<file path="src/rtl/npc_deadtime_gen.sv">
// Multi-leg three-level NPC dead-time generator: per-leg P/O/N sequencing through O with
// programmable dead time, minimum level dwell, controlled shutdown and sticky status flags.
module npc_deadtime_gen #(
    parameter int unsigned N_LEGS    = 3,
    parameter int unsigned DT_WIDTH  = 8,
    parameter int unsigned MIN_DWELL = 4
) (
    input  logic                  i_clk,
    input  logic                  i_rst_n,
    input  logic                  i_en,
    input  logic [DT_WIDTH-1:0]   i_dt_cycles,
    input  logic [2*N_LEGS-1:0]   i_leg_cmd,
    input  logic                  i_fault,
    input  logic                  i_fault_clr,
    output logic [4*N_LEGS-1:0]   o_gate,
    output logic [2*N_LEGS-1:0]   o_level,
    output logic [N_LEGS-1:0]     o_busy,
    output logic                  o_fault_active,
    output logic [N_LEGS-1:0]     o_cmd_err
);

    localparam int unsigned      DW_W      = $clog2(MIN_DWELL + 1);
    localparam logic [DW_W-1:0]  DWELL_MAX = DW_W'(MIN_DWELL);
    localparam logic [1:0]       CMD_N     = 2'b00;
    localparam logic [1:0]       CMD_O     = 2'b01;
    localparam logic [1:0]       CMD_P     = 2'b10;
    localparam logic [1:0]       CMD_BAD   = 2'b11;

    typedef enum logic [3:0] {
        StOff, StLvlP, StLvlO, StLvlN, StDtPo, StDtOp, StDtOn, StDtNo, StSdP, StSdN
    } state_e;

    state_e               r_state   [N_LEGS];
    state_e               w_state_d [N_LEGS];
    logic [DW_W-1:0]      r_dwell   [N_LEGS];
    logic [DW_W-1:0]      w_dwell_d [N_LEGS];
    logic [DT_WIDTH-1:0]  r_dead    [N_LEGS];
    logic [DT_WIDTH-1:0]  w_dead_d  [N_LEGS];

    logic                 r_fault_active;
    logic                 w_fault_active_d;
    logic [N_LEGS-1:0]    r_cmd_err;
    logic [N_LEGS-1:0]    w_cmd_err_d;
    logic [4*N_LEGS-1:0]  r_gate;
    logic [2*N_LEGS-1:0]  r_level;
    logic [N_LEGS-1:0]    r_busy;

    logic                 w_sd;
    logic [DT_WIDTH-1:0]  w_dt_load;

    assign w_sd      = ~i_en | r_fault_active;
    assign w_dt_load = (i_dt_cycles == '0) ? DT_WIDTH'(1) : i_dt_cycles;

    function automatic logic is_lvl(input state_e s);
        return (s == StLvlP) || (s == StLvlO) || (s == StLvlN);
    endfunction

    function automatic logic [3:0] gate_of(input state_e s);
        logic [3:0] g;
        unique case (s)
            StLvlP:                 g = 4'b1100;
            StLvlO:                 g = 4'b0110;
            StLvlN:                 g = 4'b0011;
            StDtPo, StDtOp, StSdP:  g = 4'b0100;
            StDtOn, StDtNo, StSdN:  g = 4'b0010;
            default:                g = 4'b0000;
        endcase
        return g;
    endfunction

    // Dead and shutdown states report the steady level they are leaving.
    function automatic logic [1:0] level_of(input state_e s);
        logic [1:0] l;
        unique case (s)
            StLvlP, StDtPo, StSdP:  l = CMD_P;
            StLvlN, StDtNo, StSdN:  l = CMD_N;
            default:                l = CMD_O;
        endcase
        return l;
    endfunction

    always_comb begin
        for (int i = 0; i < N_LEGS; i++) begin
            w_state_d[i] = r_state[i];
            w_dwell_d[i] = r_dwell[i];
            w_dead_d[i]  = r_dead[i];
            if (is_lvl(r_state[i]) && (r_dwell[i] != DWELL_MAX)) begin
                w_dwell_d[i] = r_dwell[i] + DW_W'(1);
            end
            unique case (r_state[i])
                StOff: begin
                    if (!w_sd) begin
                        w_state_d[i] = StLvlO;
                        w_dwell_d[i] = DW_W'(1);
                    end
                end
                StLvlP: begin
                    if (w_sd) begin
                        w_state_d[i] = StSdP;
                        w_dead_d[i]  = w_dt_load;
                    end else if ((r_dwell[i] == DWELL_MAX) &&
                                 ((i_leg_cmd[2*i +: 2] == CMD_O) ||
                                  (i_leg_cmd[2*i +: 2] == CMD_N))) begin
                        w_state_d[i] = StDtPo;
                        w_dead_d[i]  = w_dt_load;
                    end
                end
                StLvlO: begin
                    if (w_sd) begin
                        w_state_d[i] = StOff;
                    end else if ((r_dwell[i] == DWELL_MAX) && (i_leg_cmd[2*i +: 2] == CMD_P)) begin
                        w_state_d[i] = StDtOp;
                        w_dead_d[i]  = w_dt_load;
                    end else if ((r_dwell[i] == DWELL_MAX) && (i_leg_cmd[2*i +: 2] == CMD_N)) begin
                        w_state_d[i] = StDtOn;
                        w_dead_d[i]  = w_dt_load;
                    end
                end
                StLvlN: begin
                    if (w_sd) begin
                        w_state_d[i] = StSdN;
                        w_dead_d[i]  = w_dt_load;
                    end else if ((r_dwell[i] == DWELL_MAX) &&
                                 ((i_leg_cmd[2*i +: 2] == CMD_O) ||
                                  (i_leg_cmd[2*i +: 2] == CMD_P))) begin
                        w_state_d[i] = StDtNo;
                        w_dead_d[i]  = w_dt_load;
                    end
                end
                StDtPo, StDtOp, StDtOn, StDtNo: begin
                    if (r_dead[i] <= DT_WIDTH'(1)) begin
                        w_dwell_d[i] = DW_W'(1);
                        if (w_sd) begin
                            w_state_d[i] = StOff;
                        end else if (r_state[i] == StDtOp) begin
                            w_state_d[i] = StLvlP;
                        end else if (r_state[i] == StDtOn) begin
                            w_state_d[i] = StLvlN;
                        end else begin
                            w_state_d[i] = StLvlO;
                        end
                    end else begin
                        w_dead_d[i] = r_dead[i] - DT_WIDTH'(1);
                    end
                end
                StSdP, StSdN: begin
                    if (r_dead[i] <= DT_WIDTH'(1)) begin
                        w_state_d[i] = StOff;
                    end else begin
                        w_dead_d[i] = r_dead[i] - DT_WIDTH'(1);
                    end
                end
                default: w_state_d[i] = StOff;
            endcase
        end
    end

    always_comb begin
        w_fault_active_d = r_fault_active;
        w_cmd_err_d      = r_cmd_err;
        if (i_fault) begin
            w_fault_active_d = 1'b1;
        end else if (i_fault_clr) begin
            w_fault_active_d = 1'b0;
            w_cmd_err_d      = '0;
        end
        for (int i = 0; i < N_LEGS; i++) begin
            if (is_lvl(r_state[i]) && (i_leg_cmd[2*i +: 2] == CMD_BAD)) begin
                w_cmd_err_d[i] = 1'b1;
            end
        end
    end

    always_ff @(posedge i_clk) begin
        if (!i_rst_n) begin
            for (int i = 0; i < N_LEGS; i++) begin
                r_state[i]           <= StOff;
                r_dwell[i]           <= '0;
                r_dead[i]            <= '0;
                r_gate[4*i +: 4]     <= 4'b0000;
                r_level[2*i +: 2]    <= CMD_O;
                r_busy[i]            <= 1'b0;
            end
            r_fault_active <= 1'b0;
            r_cmd_err      <= '0;
        end else begin
            for (int i = 0; i < N_LEGS; i++) begin
                r_state[i]           <= w_state_d[i];
                r_dwell[i]           <= w_dwell_d[i];
                r_dead[i]            <= w_dead_d[i];
                r_gate[4*i +: 4]     <= gate_of(w_state_d[i]);
                r_level[2*i +: 2]    <= level_of(w_state_d[i]);
                r_busy[i]            <= (w_state_d[i] != StOff) && !is_lvl(w_state_d[i]);
            end
            r_fault_active <= w_fault_active_d;
            r_cmd_err      <= w_cmd_err_d;
        end
    end

    assign o_gate         = r_gate;
    assign o_level        = r_level;
    assign o_busy         = r_busy;
    assign o_fault_active = r_fault_active;
    assign o_cmd_err      = r_cmd_err;

endmodule

</file>
<file path="config.mk">
export PLATFORM = sky130hd
export DESIGN_NAME = npc_deadtime_gen
export DESIGN_NICKNAME = d
export VERILOG_FILES = /design/src/rtl/npc_deadtime_gen.sv
export SDC_FILE = /design/constraint.sdc
export NUM_CORES = 1
export LEC_CHECK = 0
export CORE_ASPECT_RATIO = 0.5
export CORE_MARGIN = 1.5
export CORE_UTILIZATION = 54
export CTS_CLUSTER_DIAMETER = 60
export DETAILED_ROUTE_END_ITERATION = 7
export GPL_TIMING_DRIVEN = 0
export PLACE_DENSITY_LB_ADDON = 0.2
export SLEW_MARGIN = 10
export SYNTH_ARGS = -nofsm -noshare
export SYNTH_HDL_FRONTEND = slang
export SYNTH_SLANG_ARGS = --single-unit
</file>
<file path="constraint.sdc">
create_clock -name i_clk -period 4.5 [get_ports i_clk]
set_clock_uncertainty 0.05 [all_clocks]
set_input_delay 0.9 -clock i_clk [delete_from_list [all_inputs] [get_ports i_clk]]
set_output_delay 0.9 -clock i_clk [all_outputs]
set_load 0.02 [all_outputs]
</file>
Yosys cells after proc, flatten, opt, wreduce, memory -nomap -nowiden:

Memory sizes are Yosys's and may differ from the RTL's. A register that Yosys moved wholly into a read port is not among the register bits.
Cells that the tools add are included.

* register bits: 13
* RAM bits: 45
* ROM bits: 192
* memories: 6

Memory list
* (no name shown): depth 16, width 4, read ports 1, clocked after Yosys merged registers in 1, write ports 0, line 60 `unique case (s)`
* (no name shown): depth 16, width 4, read ports 1, clocked after Yosys merged registers in 1, write ports 0, line 60
* (no name shown): depth 16, width 4, read ports 1, clocked after Yosys merged registers in 1, write ports 0, line 60
* r_dead: depth 3, width 8, read ports 3, clocked after Yosys merged registers in 0, write ports 3, line 37 `logic [DT_WIDTH-1:0] r_dead [N_LEGS];`
* r_state: depth 3, width 4, read ports 3, clocked after Yosys merged registers in 0, write ports 3, line 33 `state_e r_state [N_LEGS];`
* r_dwell: depth 3, width 3, read ports 3, clocked after Yosys merged registers in 0, write ports 3, line 35 `logic [DW_W-1:0] r_dwell [N_LEGS];`

* $add $sub $neg: 6
* magnitude comparators: 3
* eq/ne operators: 66
* mux-type cells: 103
* bitwise logic cells: 11
* reductions and logical operators: 77

Operators by type and width (count)
* 8-bit 2-to-1 mux: 28
* 4-bit 2-to-1 mux: 33
* 8-bit case mux with 4 select lines: 3
* 4-bit by 3-bit == test with 1-bit output (second input constant): 18
* 4-bit case mux with 6 select lines: 3
* 4-bit by 2-bit == test with 1-bit output (second input constant): 12
* 4-bit == test (second input constant): 12
* 3-bit 2-to-1 mux: 14
* 4-bit by 1-bit == test with 1-bit output (second input constant): 6
* 8-bit by 1-bit <= comparator with 1-bit output (second input constant): 3
* 8-bit by 1-bit subtractor with 8-bit output (second input constant): 3
* 1-bit logical AND: 21
* 1-bit logical OR: 18
* 3-bit case mux with 2 select lines: 3
* 3-bit OR reduction: 6
* 6-bit OR reduction: 3
* 2-bit == test (second input constant): 6
* 4-bit logical NOT: 3
* 2-bit 2-to-1 mux: 6
* 2-bit case mux with 2 select lines: 3
* 4-bit nonzero test: 3
* 4-bit OR reduction: 3
* 1-bit 2-to-1 mux: 10
* 1-bit bitwise OR: 10
* 12 further kinds: 36

Longest topological paths before layout:

An unclocked memory read counts as a cell.

* depth in word-level cells: 12
* gate-level depth with buffers: 12
* depth with buffers taken out: 12

Worst setup path after synthesis:

No wires, ideal clock.

* path type: input-to-reg
* from: input i_leg_cmd[0]
* to: register r_busy[0] (netlist: o_busy[0])
* arrival: 2.811 ns
* setup slack: 1.568 ns
* stages on the path: 11
* path buffers: 0
* cell sequence: inv_1 ha_1 o211ai_1 a21oi_1 o32a_1 o32ai_2 nor2_1 inv_1 ha_1 or4_1 a21oi_1

RTL lines
* start: declaration: line 12 `input logic [2*N_LEGS-1:0] i_leg_cmd,`
* end signal: indexed assignment: line 193 `r_busy[i] <= (w_state_d[i] != StOff) && !is_lvl(w_state_d[i]);`
* end: declaration: line 46 `logic [N_LEGS-1:0] r_busy;`

==> PnR_summary.wiki <==
{| class="wikitable"
! Metric !! Value
|-
| Share of synthesized registers carrying an async set or reset || 0%
|-
| Proportion of synthesized chip area in sequential cells || between 30% and 40%
|-
| Cell row count || 23
|-
| Worst-path cell with the longest stage delay || sky130_fd_sc_hd__or4_1
|-
| Vias per Instance || a little under 6
|-
| Number of H-tree branching levels || 3
|-
| Switching component of the power || approximately 400 uW
|-
| Pin count of the biggest net entering global routing || 13
|-
| CTS tree || done
|-
| Vias in the first global route || approximately 3900
|-
| Number of instances resized during post-cts repair || 0
|-
| Setup slack of the most critical reg-to-reg path || roughly 1.5 ns
|-
| Most frequent cells in the layout || sky130_fd_sc_hd__nor2_1 (72), sky130_fd_sc_hd__dfxtp_1 (70), sky130_fd_sc_hd__a21oi_1 (47), sky130_fd_sc_hd__clkdlybuf4s50_1 (43), sky130_fd_sc_hd__nand2_1 (41)
|-
| Leakage || 0.00220 uW
|-
| Wire length of the first global-routing pass || 18.7 mm
|-
| Min cycle time layout || ~3.6 ns
|-
| Post-layout total power || roughly 1700 uW
|-
| Chain of cells forming the critical path || clkdlybuf4s50_1 -> nand2b_4 -> buf_6 -> clkbuf_1 -> o32ai_2 -> nor2_1 -> inv_1 -> ha_1 -> or4_1 -> a21oi_1
|-
| Peak clock frequency supported by timing || between 0.2 and 0.3 GHz
|-
| Antenna fix cells || 0
|-
| Initial antenna violation count || 0
|-
| Endpoint arrival time on the critical path || between 3 and 4 ns
|-
| Count of flip-flops with a built-in enable after synthesis || 0
|-
| P&R area growth vs syn || 20.6%
|-
| Post-CTS clock slew at the launch and capture registers of the worst setup and hold paths || approximately 0.050 ns
|-
| Count of pins on the block boundary || 44
|-
| Total routing usage reported by global routing || ~27%
|-
| Family with the most delay on the worst path || buffers and inverters
|-
| Max VDD drop || roughly 0.00018 V
|-
| RePlAce Congestion || ~0.95
|-
| Number of buffers created by CTS || 9
|-
| Mapped cell area || 4450 um^2
|-
| Via count || ~4300
|-
| Detailed Route WL || 11.3 mm
|-
| Post-synthesis cell type count || 80
|-
| Combinational share of power || a little under an eighth
|-
| Starting density of the core || approximately 56%
|-
| Kind of path behind the tightest hold check || reg2reg
|-
| Number of DRC markers after the initial detailed-route iteration || around 280
|-
| Clock latency at the later pin of the worst-skew pair || 0.34 ns
|-
| Number of nets in the synthesized netlist || around 610
|-
| Final-report setup violation count || 0
|-
| Category of the worst setup path launch point || input pin
|-
| CTS Sinks || 70
|-
| Part of the cycle the worst path needs || about four fifths
|-
| Stage delay of the slowest cell on the critical path || between 0.5 and 0.6 ns
|-
| Endpoint required time on the critical path || about 4.7 ns
|-
| Mapped Avg Cell Area || around 8.0 um^2
|-
| Headroom to the max-slew limit || a little under half
|-
| Critical path buffers and inverters || 4
|-
| Number of buffers on the longest clock path || 2
|-
| Clk network pwr share || approximately 50%
|-
| Power density over the cells || a little over 300 nW/um^2
|-
| Post-synthesis instance total || approximately 560
|-
| Total negative setup slack || 0 ns
|-
| Post-detailed-route wirelength per cell || between 15 and 20 um
|-
| Nets@finish || 662
|-
| Number of nets with antenna violations after detailed routing || 0
|-
| Post-CTS setup-driven buffer insertion count || 0
|-
| Number of max-slew violations in the final report || 0
|-
| Number of warnings reported in the yosys synthesis log || 0
|-
| Number of buffer cells added on primary ports || 43
|-
| Critical path peak fanout || 10
|-
| Worst-Margin Slew || between 0.7 and 0.8 ns
|-
| Die area || 8830 um^2
|-
| Setup repair after global routing missed its margin || false
|-
| Final HPWL DP || between 8 and 9 mm
|-
| DRC violations left || 0
|-
| Core area || 8000 um^2
|-
| Number of buffers added to fix hold violations after cts || 0
|-
| Switching part of the total || a little under a quarter
|-
| Count of endpoints failing hold in the final timing report || 0
|-
| Kind of end point of the critical path || register
|-
| Sum of overflow across all layers after global routing || 0
|-
| Horizontal die dimension || around 130 um
|-
| Int Pwr || 1270 uW
|-
| Max-cap viol count || 0
|-
| Dominant synthesized flop cell || sky130_fd_sc_hd__dfxtp_1
|-
| Critical Setup Path Class || in2reg
|-
| Outcome || finished, final reports clean
|-
| Commonest non-fill, non-tap cell in the layout || sky130_fd_sc_hd__nor2_1
|-
| Layout cell share with drive strength beyond 1 || 10.6%
|-
| Height of the chip || 67.2 um
|-
| Clock root buffer || sky130_fd_sc_hd__clkbuf_16
|-
| Flip-flop and latch count after synthesis || 70
|-
| Number of detailed-routing iterations run before antenna repair || 5
|-
| Sequential share of power || 38.8%
|}
==> power by group through the flow <==
stage	combinational (uW)	clock [uW]	sequential (uW)
after floorplan	112	0	662
after global placement	181	0	657
after detailed placement	184	0	657
after CTS	187	834	644
after global routing	207	866	645
final	188	825	644
==> worst paths after layout <==
check                  from      endpoint  depth (start not counted)
max                    i_en     o_busy[0]                         10
min reg2reg    o_cmd_err[2]  o_cmd_err[2]                          2
max reg2reg  o_fault_active     o_busy[0]                          9
min            o_cmd_err[2]  o_cmd_err[2]                          2
==> sequential cells by signal, indices dropped and copies added, names as in the netlist <==
register	flops
o_gate	12
r_dead	24
o_cmd_err	3
o_busy	3
r_dwell	9
r_state	12
o_fault_active	1
o_level	6
==> layer usage <==
layer / track usage [%] / wire, um
met2: 46.2 / 5200
met5: 0 / 0
met3: 6.38 / 727
met4: 8.47 / 146
met1: 34.3 / 5270
==> worst min-delay path, cell delays in order (launching register included) <==
cell	delay, ns
sky130_fd_sc_hd__dfxtp_1	0.30
sky130_fd_sc_hd__nand2_1	0.05
sky130_fd_sc_hd__a21oi_1	0.05
==> cell usage after synthesis (4+ instances only) <==
master / n / area, um^2
sky130_fd_sc_hd__a21oi_1: 47 / 235
sky130_fd_sc_hd__ha_1: 34 / 425
sky130_fd_sc_hd__buf_2: 13 / 65.1
sky130_fd_sc_hd__nor3_1: 16 / 80.1
sky130_fd_sc_hd__or3_1: 4 / 25.0
sky130_fd_sc_hd__o211ai_1: 14 / 105
sky130_fd_sc_hd__buf_4: 5 / 37.5
sky130_fd_sc_hd__inv_1: 35 / 131
sky130_fd_sc_hd__nor4_1: 7 / 43.8
sky130_fd_sc_hd__nor3b_1: 8 / 60.1
sky130_fd_sc_hd__nor2_1: 72 / 270
sky130_fd_sc_hd__and3_1: 6 / 37.5
sky130_fd_sc_hd__o21ai_0: 26 / 130
sky130_fd_sc_hd__nor3_2: 5 / 50.1
sky130_fd_sc_hd__nand4_1: 5 / 31.3
sky130_fd_sc_hd__mux2i_1: 10 / 100
sky130_fd_sc_hd__or2_2: 4 / 25.0
sky130_fd_sc_hd__o31ai_1: 5 / 37.5
sky130_fd_sc_hd__nand2b_1: 10 / 62.6
sky130_fd_sc_hd__clkbuf_1: 12 / 45.0
sky130_fd_sc_hd__nand3_1: 10 / 50.1
sky130_fd_sc_hd__dfxtp_1: 70 / 1400
sky130_fd_sc_hd__o21a_1: 6 / 45.0
sky130_fd_sc_hd__nand2_1: 41 / 154
sky130_fd_sc_hd__o21ai_1: 4 / 20.0
==> layout make-up <==
| cell class | count | area (um^2) |
|---|---|---|
| Buffer | 33 | 175 |
| Clock buffer | 10 | 239 |
| Clock inverter | 6 | 109 |
| Fill cell | 706 | 2630 |
| Inverter | 36 | 135 |
| Multi-Input combinational cell | 416 | 2740 |
| Sequential cell | 70 | 1400 |
| Tap cell | 112 | 140 |
| Timing Repair Buffer | 43 | 430 |
==> metrics by stage <==
step                      utilization (%)  instance area (um^2)  setup slack, ns  instances  hold slack, ns
after CTS                            67.1                  5370            0.973        726           0.407
final                                67.1                  5370            0.929        726           0.405
after global placement               62.8                  5020            0.695        710           0.393
after detailed placement             62.8                  5020            0.636        710           0.400
after global routing                 67.1                  5370            0.764        726           0.441
after floorplan                         -                  4450             1.57        555           0.403
==> cell families (layout without fill, tap and decap cells) <==
group           count (synthesis)  count (layout)  synth area share [%]
xor+xnor                        5               5                 0.984
mux                            10              10                  2.25
simple gates                  212             212                  24.6
flops                          70              70                  31.5
buf+inv                        69             128                  6.97
fa+ha+maj                      34              34                  9.56
compound gates                155             155                  24.2
No activity file was read; power rests on OpenSTA's default activity.
